--- config.mk ---
export PLATFORM = sky130hd
export DESIGN_NAME = multicycle_control_unit_flat
export DESIGN_NICKNAME = d
export VERILOG_FILES = /design/src/rtl/multicycle_control_unit_if.sv /design/src/rtl/multicycle_control_unit.sv /design/src/flat_wrapper.sv
export SDC_FILE = /design/constraint.sdc
export NUM_CORES = 1
export LEC_CHECK = 0
export BUFFER_PORTS_ARGS = -buffer_cell sky130_fd_sc_hd__buf_4
export CORE_MARGIN = 2
export CORE_UTILIZATION = 42
export CTS_CLUSTER_DIAMETER = 100
export DETAILED_ROUTE_END_ITERATION = 10
export HOLD_SLACK_MARGIN = 0.03
export PLACE_DENSITY = 0.73
export REMOVE_ABC_BUFFERS = 1
export SLEW_MARGIN = 25
export SYNTH_ARGS = -nofsm -noshare
export SYNTH_HDL_FRONTEND = slang
export SYNTH_SLANG_ARGS = --single-unit
--- constraint.sdc ---
create_clock -name clk -period 4.3 [get_ports clk]
set_input_delay 0.86 -clock clk [delete_from_list [all_inputs] [get_ports clk]]
set_output_delay 0.86 -clock clk [all_outputs]
set_load 0.01 [all_outputs]
--- src/rtl/multicycle_control_unit_if.sv ---
// rtl/multicycle_control_unit_if.sv - datapath/control bundle for the multicycle control unit
//
// Purpose: groups the instruction fields, ALU flags, memory handshake and all
// datapath control strobes exchanged between the datapath and the control unit.
// Ports (signals):
//   Instr[31:12]  instruction fields (cond, Op, Funct, Rd)
//   ALUFlags[3:0] {N,Z,C,V} from the datapath ALU
//   MemReady      memory access complete
//   PCWrite, IRWrite, AdrSrc, MemWrite, RegWrite, ResultSrc[1:0],
//   ALUSrcA, ALUSrcB[1:0], ALUControl[ALUCTRL_W-1:0], ImmSrc[1:0],
//   RegSrc[1:0], Illegal, State[3:0]  control outputs
// Modports: master = datapath side, slave = control unit side.
interface multicycle_control_unit_if #(
    parameter int ALUCTRL_W = 2
);
    logic [31:12]          Instr;
    logic [3:0]            ALUFlags;
    logic                  MemReady;
    logic                  PCWrite;
    logic                  IRWrite;
    logic                  AdrSrc;
    logic                  MemWrite;
    logic                  RegWrite;
    logic [1:0]            ResultSrc;
    logic                  ALUSrcA;
    logic [1:0]            ALUSrcB;
    logic [ALUCTRL_W-1:0]  ALUControl;
    logic [1:0]            ImmSrc;
    logic [1:0]            RegSrc;
    logic                  Illegal;
    logic [3:0]            State;

    modport master (
        output Instr, ALUFlags, MemReady,
        input  PCWrite, IRWrite, AdrSrc, MemWrite, RegWrite, ResultSrc,
               ALUSrcA, ALUSrcB, ALUControl, ImmSrc, RegSrc, Illegal, State
    );

    modport slave (
        input  Instr, ALUFlags, MemReady,
        output PCWrite, IRWrite, AdrSrc, MemWrite, RegWrite, ResultSrc,
               ALUSrcA, ALUSrcB, ALUControl, ImmSrc, RegSrc, Illegal, State
    );
endinterface

--- src/rtl/multicycle_control_unit.sv ---
// rtl/multicycle_control_unit.sv - multicycle ARM-subset control FSM
//
// Purpose: sequences FETCH/DECODE/execute/writeback for a small ARM subset
// (ADD, SUB, AND, ORR, CMP, LDR, STR, B), evaluates condition codes against
// an internal {N,Z,C,V} flag register and flags undecodable instructions.
// Ports:
//   clk    clock
//   reset  synchronous active-high reset
//   bus    multicycle_control_unit_if.slave (instruction, flags, MemReady in;
//          datapath control strobes, Illegal and State out)
module multicycle_control_unit #(
    parameter int ALUCTRL_W   = 2,
    parameter bit MEM_WAIT_EN = 1'b1
) (
    input  logic                            clk,
    input  logic                            reset,
    multicycle_control_unit_if.slave        bus
);
    typedef enum logic [3:0] {
        S_FETCH    = 4'd0,
        S_DECODE   = 4'd1,
        S_MEMADR   = 4'd2,
        S_MEMREAD  = 4'd3,
        S_MEMWB    = 4'd4,
        S_MEMWRITE = 4'd5,
        S_EXECR    = 4'd6,
        S_EXECI    = 4'd7,
        S_ALUWB    = 4'd8,
        S_BRANCH   = 4'd9
    } state_t;

    localparam logic [3:0] CMD_AND = 4'b0000;
    localparam logic [3:0] CMD_SUB = 4'b0010;
    localparam logic [3:0] CMD_ADD = 4'b0100;
    localparam logic [3:0] CMD_CMP = 4'b1010;
    localparam logic [3:0] CMD_ORR = 4'b1100;

    localparam logic [1:0] ALU_ADD = 2'd0;
    localparam logic [1:0] ALU_SUB = 2'd1;
    localparam logic [1:0] ALU_AND = 2'd2;
    localparam logic [1:0] ALU_ORR = 2'd3;

    state_t     state_q, state_d;
    logic [3:0] flags_q, flags_d;
    logic       cond_q, cond_d;

    logic [3:0] cond_field;
    logic [1:0] op;
    logic [5:0] funct;
    logic [3:0] cmd;
    logic       s_bit;
    logic       rd_pc;
    logic       mem_ready;
    logic       unused_instr;

    assign cond_field   = bus.Instr[31:28];
    assign op           = bus.Instr[27:26];
    assign funct        = bus.Instr[25:20];
    assign cmd          = funct[4:1];
    assign s_bit        = funct[0];
    assign rd_pc        = (bus.Instr[15:12] == 4'hF);
    assign unused_instr = ^bus.Instr[19:16];
    assign mem_ready    = MEM_WAIT_EN ? bus.MemReady : 1'b1;

    // Condition evaluation against the stored flags (not the live ALU flags).
    logic cond_pass;
    logic fn, fz, fc, fv;
    assign {fn, fz, fc, fv} = flags_q;

    always_comb begin
        cond_pass = 1'b0;
        case (cond_field)
            4'h0: cond_pass = fz;
            4'h1: cond_pass = ~fz;
            4'h2: cond_pass = fc;
            4'h3: cond_pass = ~fc;
            4'h4: cond_pass = fn;
            4'h5: cond_pass = ~fn;
            4'h6: cond_pass = fv;
            4'h7: cond_pass = ~fv;
            4'h8: cond_pass = fc & ~fz;
            4'h9: cond_pass = ~fc | fz;
            4'hA: cond_pass = (fn == fv);
            4'hB: cond_pass = (fn != fv);
            4'hC: cond_pass = ~fz & (fn == fv);
            4'hD: cond_pass = fz | (fn != fv);
            4'hE: cond_pass = 1'b1;
            default: cond_pass = 1'b0;
        endcase
    end

    logic cmd_known;
    logic illegal_dec;
    logic cv_cmd;
    logic [1:0] cmd_alu;

    always_comb begin
        cmd_known = (cmd == CMD_ADD) || (cmd == CMD_SUB) || (cmd == CMD_AND) ||
                    (cmd == CMD_ORR) || (cmd == CMD_CMP);
        illegal_dec = (op == 2'b11) ||
                      ((op == 2'b00) && (!cmd_known || ((cmd == CMD_CMP) && !s_bit)));
        // Logical ops leave carry/overflow alone.
        cv_cmd = (cmd == CMD_ADD) || (cmd == CMD_SUB) || (cmd == CMD_CMP);
        case (cmd)
            CMD_SUB, CMD_CMP: cmd_alu = ALU_SUB;
            CMD_AND:          cmd_alu = ALU_AND;
            CMD_ORR:          cmd_alu = ALU_ORR;
            default:          cmd_alu = ALU_ADD;
        endcase
    end

    logic       pc_write, ir_write, adr_src, mem_write, reg_write, illegal;
    logic       alu_src_a;
    logic [1:0] result_src, alu_src_b, alu_ctrl;

    always_comb begin
        state_d    = state_q;
        flags_d    = flags_q;
        cond_d     = cond_q;
        pc_write   = 1'b0;
        ir_write   = 1'b0;
        adr_src    = 1'b0;
        mem_write  = 1'b0;
        reg_write  = 1'b0;
        illegal    = 1'b0;
        alu_src_a  = 1'b0;
        result_src = 2'd0;
        alu_src_b  = 2'd0;
        alu_ctrl   = ALU_ADD;

        case (state_q)
            S_FETCH: begin
                alu_src_a  = 1'b1;
                alu_src_b  = 2'd2;
                result_src = 2'd2;
                ir_write   = mem_ready;
                pc_write   = mem_ready;
                if (mem_ready) state_d = S_DECODE;
            end
            S_DECODE: begin
                alu_src_a  = 1'b1;
                alu_src_b  = 2'd2;
                result_src = 2'd2;
                cond_d     = cond_pass;
                // A failed condition squashes before decode legality is considered.
                if (!cond_pass) begin
                    state_d = S_FETCH;
                end else if (illegal_dec) begin
                    illegal = 1'b1;
                    state_d = S_FETCH;
                end else begin
                    case (op)
                        2'b01:   state_d = S_MEMADR;
                        2'b00:   state_d = funct[5] ? S_EXECI : S_EXECR;
                        2'b10:   state_d = S_BRANCH;
                        default: state_d = S_FETCH;
                    endcase
                end
            end
            S_MEMADR: begin
                alu_src_b = 2'd1;
                state_d   = funct[0] ? S_MEMREAD : S_MEMWRITE;
            end
            S_MEMREAD: begin
                adr_src = 1'b1;
                if (mem_ready) state_d = S_MEMWB;
            end
            S_MEMWB: begin
                result_src = 2'd1;
                reg_write  = cond_q;
                pc_write   = cond_q & rd_pc;
                state_d    = S_FETCH;
            end
            S_MEMWRITE: begin
                adr_src   = 1'b1;
                mem_write = cond_q;
                if (mem_ready) state_d = S_FETCH;
            end
            S_EXECR, S_EXECI: begin
                alu_src_b = (state_q == S_EXECI) ? 2'd1 : 2'd0;
                alu_ctrl  = cmd_alu;
                if (s_bit && cond_q) begin
                    flags_d[3:2] = bus.ALUFlags[3:2];
                    if (cv_cmd) flags_d[1:0] = bus.ALUFlags[1:0];
                end
                state_d = (cmd == CMD_CMP) ? S_FETCH : S_ALUWB;
            end
            S_ALUWB: begin
                reg_write = cond_q;
                pc_write  = cond_q & rd_pc;
                state_d   = S_FETCH;
            end
            S_BRANCH: begin
                alu_src_b  = 2'd1;
                result_src = 2'd2;
                pc_write   = cond_q;
                state_d    = S_FETCH;
            end
            default: begin
                state_d = S_FETCH;
            end
        endcase
    end

    always_ff @(posedge clk) begin
        if (reset) begin
            state_q <= S_FETCH;
            flags_q <= 4'b0000;
            cond_q  <= 1'b0;
        end else begin
            state_q <= state_d;
            flags_q <= flags_d;
            cond_q  <= cond_d;
        end
    end

    // Write strobes are forced low for the whole reset cycle, whatever state we were in.
    assign bus.PCWrite    = pc_write  & ~reset;
    assign bus.IRWrite    = ir_write  & ~reset;
    assign bus.MemWrite   = mem_write & ~reset;
    assign bus.RegWrite   = reg_write & ~reset;
    assign bus.Illegal    = illegal   & ~reset;
    assign bus.AdrSrc     = adr_src;
    assign bus.ResultSrc  = result_src;
    assign bus.ALUSrcA    = alu_src_a;
    assign bus.ALUSrcB    = alu_src_b;
    assign bus.ALUControl = ALUCTRL_W'(alu_ctrl);
    assign bus.ImmSrc     = op;
    assign bus.RegSrc     = {op == 2'b01, op == 2'b10};
    assign bus.State      = state_q;
endmodule

--- src/flat_wrapper.sv ---
// flat-port wrapper written by rule: the top's interface ports become plain ports
module multicycle_control_unit_flat 
#(
    parameter int ALUCTRL_W   = 2,
    parameter bit MEM_WAIT_EN = 1'b1
)
  (clk, reset, bus_Instr, bus_ALUFlags, bus_MemReady, bus_PCWrite, bus_IRWrite, bus_AdrSrc, bus_MemWrite, bus_RegWrite, bus_ResultSrc, bus_ALUSrcA, bus_ALUSrcB, bus_ALUControl, bus_ImmSrc, bus_RegSrc, bus_Illegal, bus_State);
  multicycle_control_unit_if #(.ALUCTRL_W(ALUCTRL_W)) bus_i ();
  input  logic clk;
  input  logic reset;
  input wire logic [$bits(bus_i.Instr)-1:0] bus_Instr;
  input wire logic [$bits(bus_i.ALUFlags)-1:0] bus_ALUFlags;
  input wire logic [$bits(bus_i.MemReady)-1:0] bus_MemReady;
  output wire logic [$bits(bus_i.PCWrite)-1:0] bus_PCWrite;
  output wire logic [$bits(bus_i.IRWrite)-1:0] bus_IRWrite;
  output wire logic [$bits(bus_i.AdrSrc)-1:0] bus_AdrSrc;
  output wire logic [$bits(bus_i.MemWrite)-1:0] bus_MemWrite;
  output wire logic [$bits(bus_i.RegWrite)-1:0] bus_RegWrite;
  output wire logic [$bits(bus_i.ResultSrc)-1:0] bus_ResultSrc;
  output wire logic [$bits(bus_i.ALUSrcA)-1:0] bus_ALUSrcA;
  output wire logic [$bits(bus_i.ALUSrcB)-1:0] bus_ALUSrcB;
  output wire logic [$bits(bus_i.ALUControl)-1:0] bus_ALUControl;
  output wire logic [$bits(bus_i.ImmSrc)-1:0] bus_ImmSrc;
  output wire logic [$bits(bus_i.RegSrc)-1:0] bus_RegSrc;
  output wire logic [$bits(bus_i.Illegal)-1:0] bus_Illegal;
  output wire logic [$bits(bus_i.State)-1:0] bus_State;
  assign bus_i.Instr = bus_Instr;
  assign bus_i.ALUFlags = bus_ALUFlags;
  assign bus_i.MemReady = bus_MemReady;
  assign bus_PCWrite = bus_i.PCWrite;
  assign bus_IRWrite = bus_i.IRWrite;
  assign bus_AdrSrc = bus_i.AdrSrc;
  assign bus_MemWrite = bus_i.MemWrite;
  assign bus_RegWrite = bus_i.RegWrite;
  assign bus_ResultSrc = bus_i.ResultSrc;
  assign bus_ALUSrcA = bus_i.ALUSrcA;
  assign bus_ALUSrcB = bus_i.ALUSrcB;
  assign bus_ALUControl = bus_i.ALUControl;
  assign bus_ImmSrc = bus_i.ImmSrc;
  assign bus_RegSrc = bus_i.RegSrc;
  assign bus_Illegal = bus_i.Illegal;
  assign bus_State = bus_i.State;
  multicycle_control_unit #(.ALUCTRL_W(ALUCTRL_W), .MEM_WAIT_EN(MEM_WAIT_EN)) u_core (.clk(clk), .reset(reset), .bus(bus_i));
endmodule
* After elaboration in Yosys (flattened, before gate mapping)
Index checks and enable logic that the tools add are counted.
** Operators by class
- Multiplexer cells :: 25
- Bitwise gates (word level) :: 15
- Reduce and logical (&&, ||, !) cells :: 26
- Equal/unequal tests :: 36
** Operators by type and width (number)
- equality test 4 bit, second input constant :: 12
- equality test 4 x 3 -> 1 bit, second input constant :: 9
- 2-to-1 mux 4 bit :: 6
- case mux 4 bit (6 select lines) :: 1
- equality test 4 x 2 -> 1 bit, second input constant :: 5
- case mux 1 bit (15 select lines) :: 1
- logical NOT 4 bit :: 3
- case mux 2 bit (3 select lines) :: 2
- case mux 4 bit (3 select lines) :: 1
- OR reduction 2 bit :: 6
- 2-to-1 mux 1 bit :: 10
- bitwise AND 1 bit :: 8
- equality test 4 x 1 -> 1 bit, second input constant :: 2
- logical OR 1 bit :: 7
- != test 2 bit, second input constant :: 3
- AND reduction 3 bit :: 2
- inverter 1 bit :: 5
- equality test 2 bit, second input constant :: 2
- case mux 2 bit (2 select lines) :: 1
- logical AND 1 bit :: 3
- 2-to-1 mux 3 bit :: 1
- case mux 1 bit (3 select lines) :: 1
- OR reduction 3 bit :: 1
- equality test 2 x 1 -> 1 bit, second input constant :: 1
- 7 further kinds :: 9
** Word-level totals
- Output and inout bits :: 21
- Bits of input ports :: 27
- Register bits after elaboration :: 9
- Logic and storage cells :: 106

* Longest topological paths before layout
- Depth in word-level cells :: 13
- Mapped depth :: 6
- Mapped depth without buffers :: 5

* Worst setup path before layout
Ideal clock, no wire load.
- Path type :: in2out
- Start point :: in bus_Instr[17]
- End point :: out bus_Illegal
- Slack :: 1.430 ns
- Data arrival time :: 2.010 ns
- Required time :: 3.440 ns
- Cell stages on the path :: 5
- Buffers on the path :: 1
- Cell sequence :: buf_1 > o41ai_1 > a311oi_1 > o221a_2 > nor3_1
** On the way
- Cells in the longest elaborated chain, start to end :: 5
- Elaborated cells on any way between the ends :: 19
- Classes of those cells :: eq/ne (14); mux (3); bitwise (1); reduce/logical (1)
** RTL lines
- start: declaration :: RTL line flat_wrapper.sv:11 : input wire logic [$bits(bus_i.Instr)-1:0] bus_Instr;
- equality test 4 bit (tied with other cells) :: RTL line multicycle_control_unit.sv:72 : case (cond_field)
- case mux 1 bit (15 select lines) (*) :: RTL line multicycle_control_unit.sv:72
- 2-to-1 mux 1 bit (*) :: RTL line multicycle_control_unit.sv:146 : if (!cond_pass) begin
- 2-to-1 mux 1 bit (*) :: RTL line multicycle_control_unit.sv:131 : case (state_q)
- bitwise AND 1 bit (*) :: RTL line multicycle_control_unit.sv:222 : assign bus.Illegal = illegal & ~reset;
- end: declaration :: RTL line flat_wrapper.sv:25 : output wire logic [$bits(bus_i.Illegal)-1:0] bus_Illegal;
Every way passes the cells marked *; elsewhere a longest branch is shown, timed or not.

* Worst setup path after layout
- Start point :: reg u_core.state_q[0] (netlist: u_core.bus.State[0])
- End point :: out bus_Illegal
** On the way
- Cells in the longest elaborated chain, start to end :: 3
** RTL lines
- start: declaration :: RTL line multicycle_control_unit.sv:43 : state_t state_q, state_d;
- start signal: assignment :: RTL line multicycle_control_unit.sv:211 : state_q <= state_d;
- equality test 4 x 1 -> 1 bit :: RTL line multicycle_control_unit.sv:131
- 2-to-1 mux 1 bit :: RTL line multicycle_control_unit.sv:131
- bitwise AND 1 bit :: RTL line multicycle_control_unit.sv:222
Every way passes these cells.

==> impl_metrics.ini <==
[status]
run_status = completed

[routing]
final_antenna_net_count = 0
drc_errors = 0
viasPerCell = 5.59
vias = 1085
dr.pass1.iters = 4
wl_per_cell_um = 13.0
drtIter0Drc = 11
routed_wl_mm = 2.52

[job]
max-cap-violations = 0

[worst_setup_path]
worst_r2r_path_depth = 5
crit_fanout = 14
startpoint = u_core.bus.State[0]
cp_data_required_time_ns = 3.44
cp-start-kind = flip-flop
reg2reg_from = u_core.bus.State[0]
endpoint = bus_Illegal
rrSetupSlack_ns = 2.38
worst_setup_path_end_kind = output pin
cp_common_cell = nor3_1
worst_path_largest_cell_delay_ns = 0.61
arrival_ns = 2.17
crit_type = flip-flop to output pin
rr_endpoint = u_core.bus.State[3]
crit_chain = nand2b_1 > nor3_1 > nand3b_1 > o221a_2 > nor3_1 > buf_4
slowest_stage = dfxtp_1

[clock_tree]
clk_latency_ns = 0.27
cts_tree = yes
numCtsBuffers = 3
numClockSinks = 9
cts_resized = 0
root_buffer = clkbuf_4
cts_hold_buf = 0
cts.clk_slew.worst_paths_ns = 0.06
cts_buffer_depth = 2
h-tree-depth = 1
post-cts-setup-buffers = 0

[timing]
finalMaxSlewViolations = 0
grt_setup_unrepaired = false
min_period_ns = 3.03
fin_skew_ns = 0.00219
maxSlewHeadroom = 0.597
setup_ws_ns = 1.27
fmax_mhz = 330
fin_crit_sh = 0.706
hold_violations = 0
tns_ns = 0
finalSetupViolations = 0
worstMarginPinSlew_ns = 0.603

[placement]
port_buffers = 43
place.detailed.hpwl_mm = 1.88
post-place-ws_ns = 1.28
gp_congestion = 0.735

[global_route]
grt_overflow = 0
grt_pass1_wl_mm = 4.02
grt_max_degree = 19
grt_pass1_vias = 948
antenna_found_initial = 0
grt_usage = 0.194

[floorplan]
die_h_um = 52.0
die_w_um = 52.0
initial_core_util = 0.441
rows = 17
fp.coreArea_sq_um = 2190
ios = 48
die_area_sq_um = 2700

[synth]
ys_ff_latch = 9
ys.flop_type = dfxtp_1
synthCells = 131
ys_types = 50
syn-cell-area_sq_um = 967
syn_area_per_cell_sq_um = 7.38
synth-edff-count = 0
async_flop_share = 0
ys_seq_area_frac = 0.186
ys_warn_count = 0

[min_path]
min_path_type = flip-flop to flip-flop

[finish]
layout-drive-gt1-share = 0.325
finish.utilization = 0.591
final_common_cell = buf_4
mostFrequentLayoutCells = buf_4 (43), nor2_1 (12), nor3_1 (11), dfxtp_1 (9), nand2_1 (7)
diodes = 0
syn_to_final_growth_pct = 33.8
finalNetCount = 194

[power]
power_density_nw_per_um2 = 179
vdd_drop_max_mv = 0.175
p_leak_uw = 0.000549
how the worst min path moves through the flow:
stage                        startpoint            end  slack, ns  cells after the start
final                     u_core.cond_q  u_core.cond_q       0.53                      2
after global routing      u_core.cond_q  u_core.cond_q       0.55                      2
after CTS                 u_core.cond_q  u_core.cond_q       0.52                      2
after detailed placement  u_core.cond_q  u_core.cond_q       0.51                      2
after global placement    u_core.cond_q  u_core.cond_q       0.51                      2
after floorplan           u_core.cond_q  u_core.cond_q       0.47                      2
layout make-up:
type / count / area [sq um]
Timing Repair Buffer: 43 / 323
Multi-Input combinational cell: 106 / 714
Clock buffer: 4 / 26.3
Inverter: 4 / 15.0
Fill cell: 220 / 897
Sequential cell: 9 / 180
Tap cell: 28 / 35.0
through the flow:
| step | power (uW) | hold slack (ns) | instance area [sq um] | std cells |
|---|---|---|---|---|
| finish | 232 | 0.525 | 1290 | 194 |
| global route | 246 | 0.554 | 1290 | 194 |
| CTS | 234 | 0.521 | 1290 | 194 |
| detailed placement | 166 | 0.510 | 1270 | 190 |
| global placement | 164 | 0.513 | 1270 | 190 |
| floorplan | 123 | 0.471 | 910 | 119 |
registers in the layout (all words and copies together) (netlist names):
name,count
u_core.bus.State,4
u_core.cond_q,1
u_core.flags_q,4
power by group:
group | internal (uW) | switching (uW) | total [uW]
Combinational | 36.7 | 36.6 | 73.4
Sequential | 85.3 | 5.28 | 90.6
Clock | 35.9 | 32.1 | 68.0
synth_stat cells, types with 3 or more instances:
library cell / number / area share
a21oi_1: 6 / 0.031
buf_2: 4 / 0.021
clkbuf_1: 4 / 0.016
dfxtp_1: 9 / 0.19
inv_1: 3 / 0.012
mux2i_1: 4 / 0.041
nand2_1: 7 / 0.027
nand2b_1: 6 / 0.039
nand3_1: 3 / 0.016
nand3b_1: 3 / 0.023
nor2_1: 12 / 0.047
nor2b_1: 4 / 0.026
nor3_1: 11 / 0.057
nor4_1: 3 / 0.019
o21ai_0: 5 / 0.026
xnor2_1: 3 / 0.027
xor2_1: 3 / 0.027
critical path: cells and delay by family (launching register included):
family | cells | cell delay, ns
simple gates | 4 | 0.79
flops | 1 | 0.61
buf+inv | 1 | 0.15
compound gates | 1 | 0.36
kinds of logic after synthesis:
kind of cell    synth area share
simple gates               0.371
compound gates             0.260
buf+inv                   0.0750
flops                      0.186
xor+xnor                  0.0543
mux                       0.0530
per-layer routing:
layer | GRT usage | wire length, um | vias to the layer above
li1 | - | - | 559
met1 | 0.230 | 1070 | 494
met2 | 0.352 | 1300 | 30
met3 | 0.0517 | 142 | 2
met4 | 0.0263 | 10 | 0
met5 | 0 | 0 | -
No activity file was read; power rests on OpenSTA's default activity.
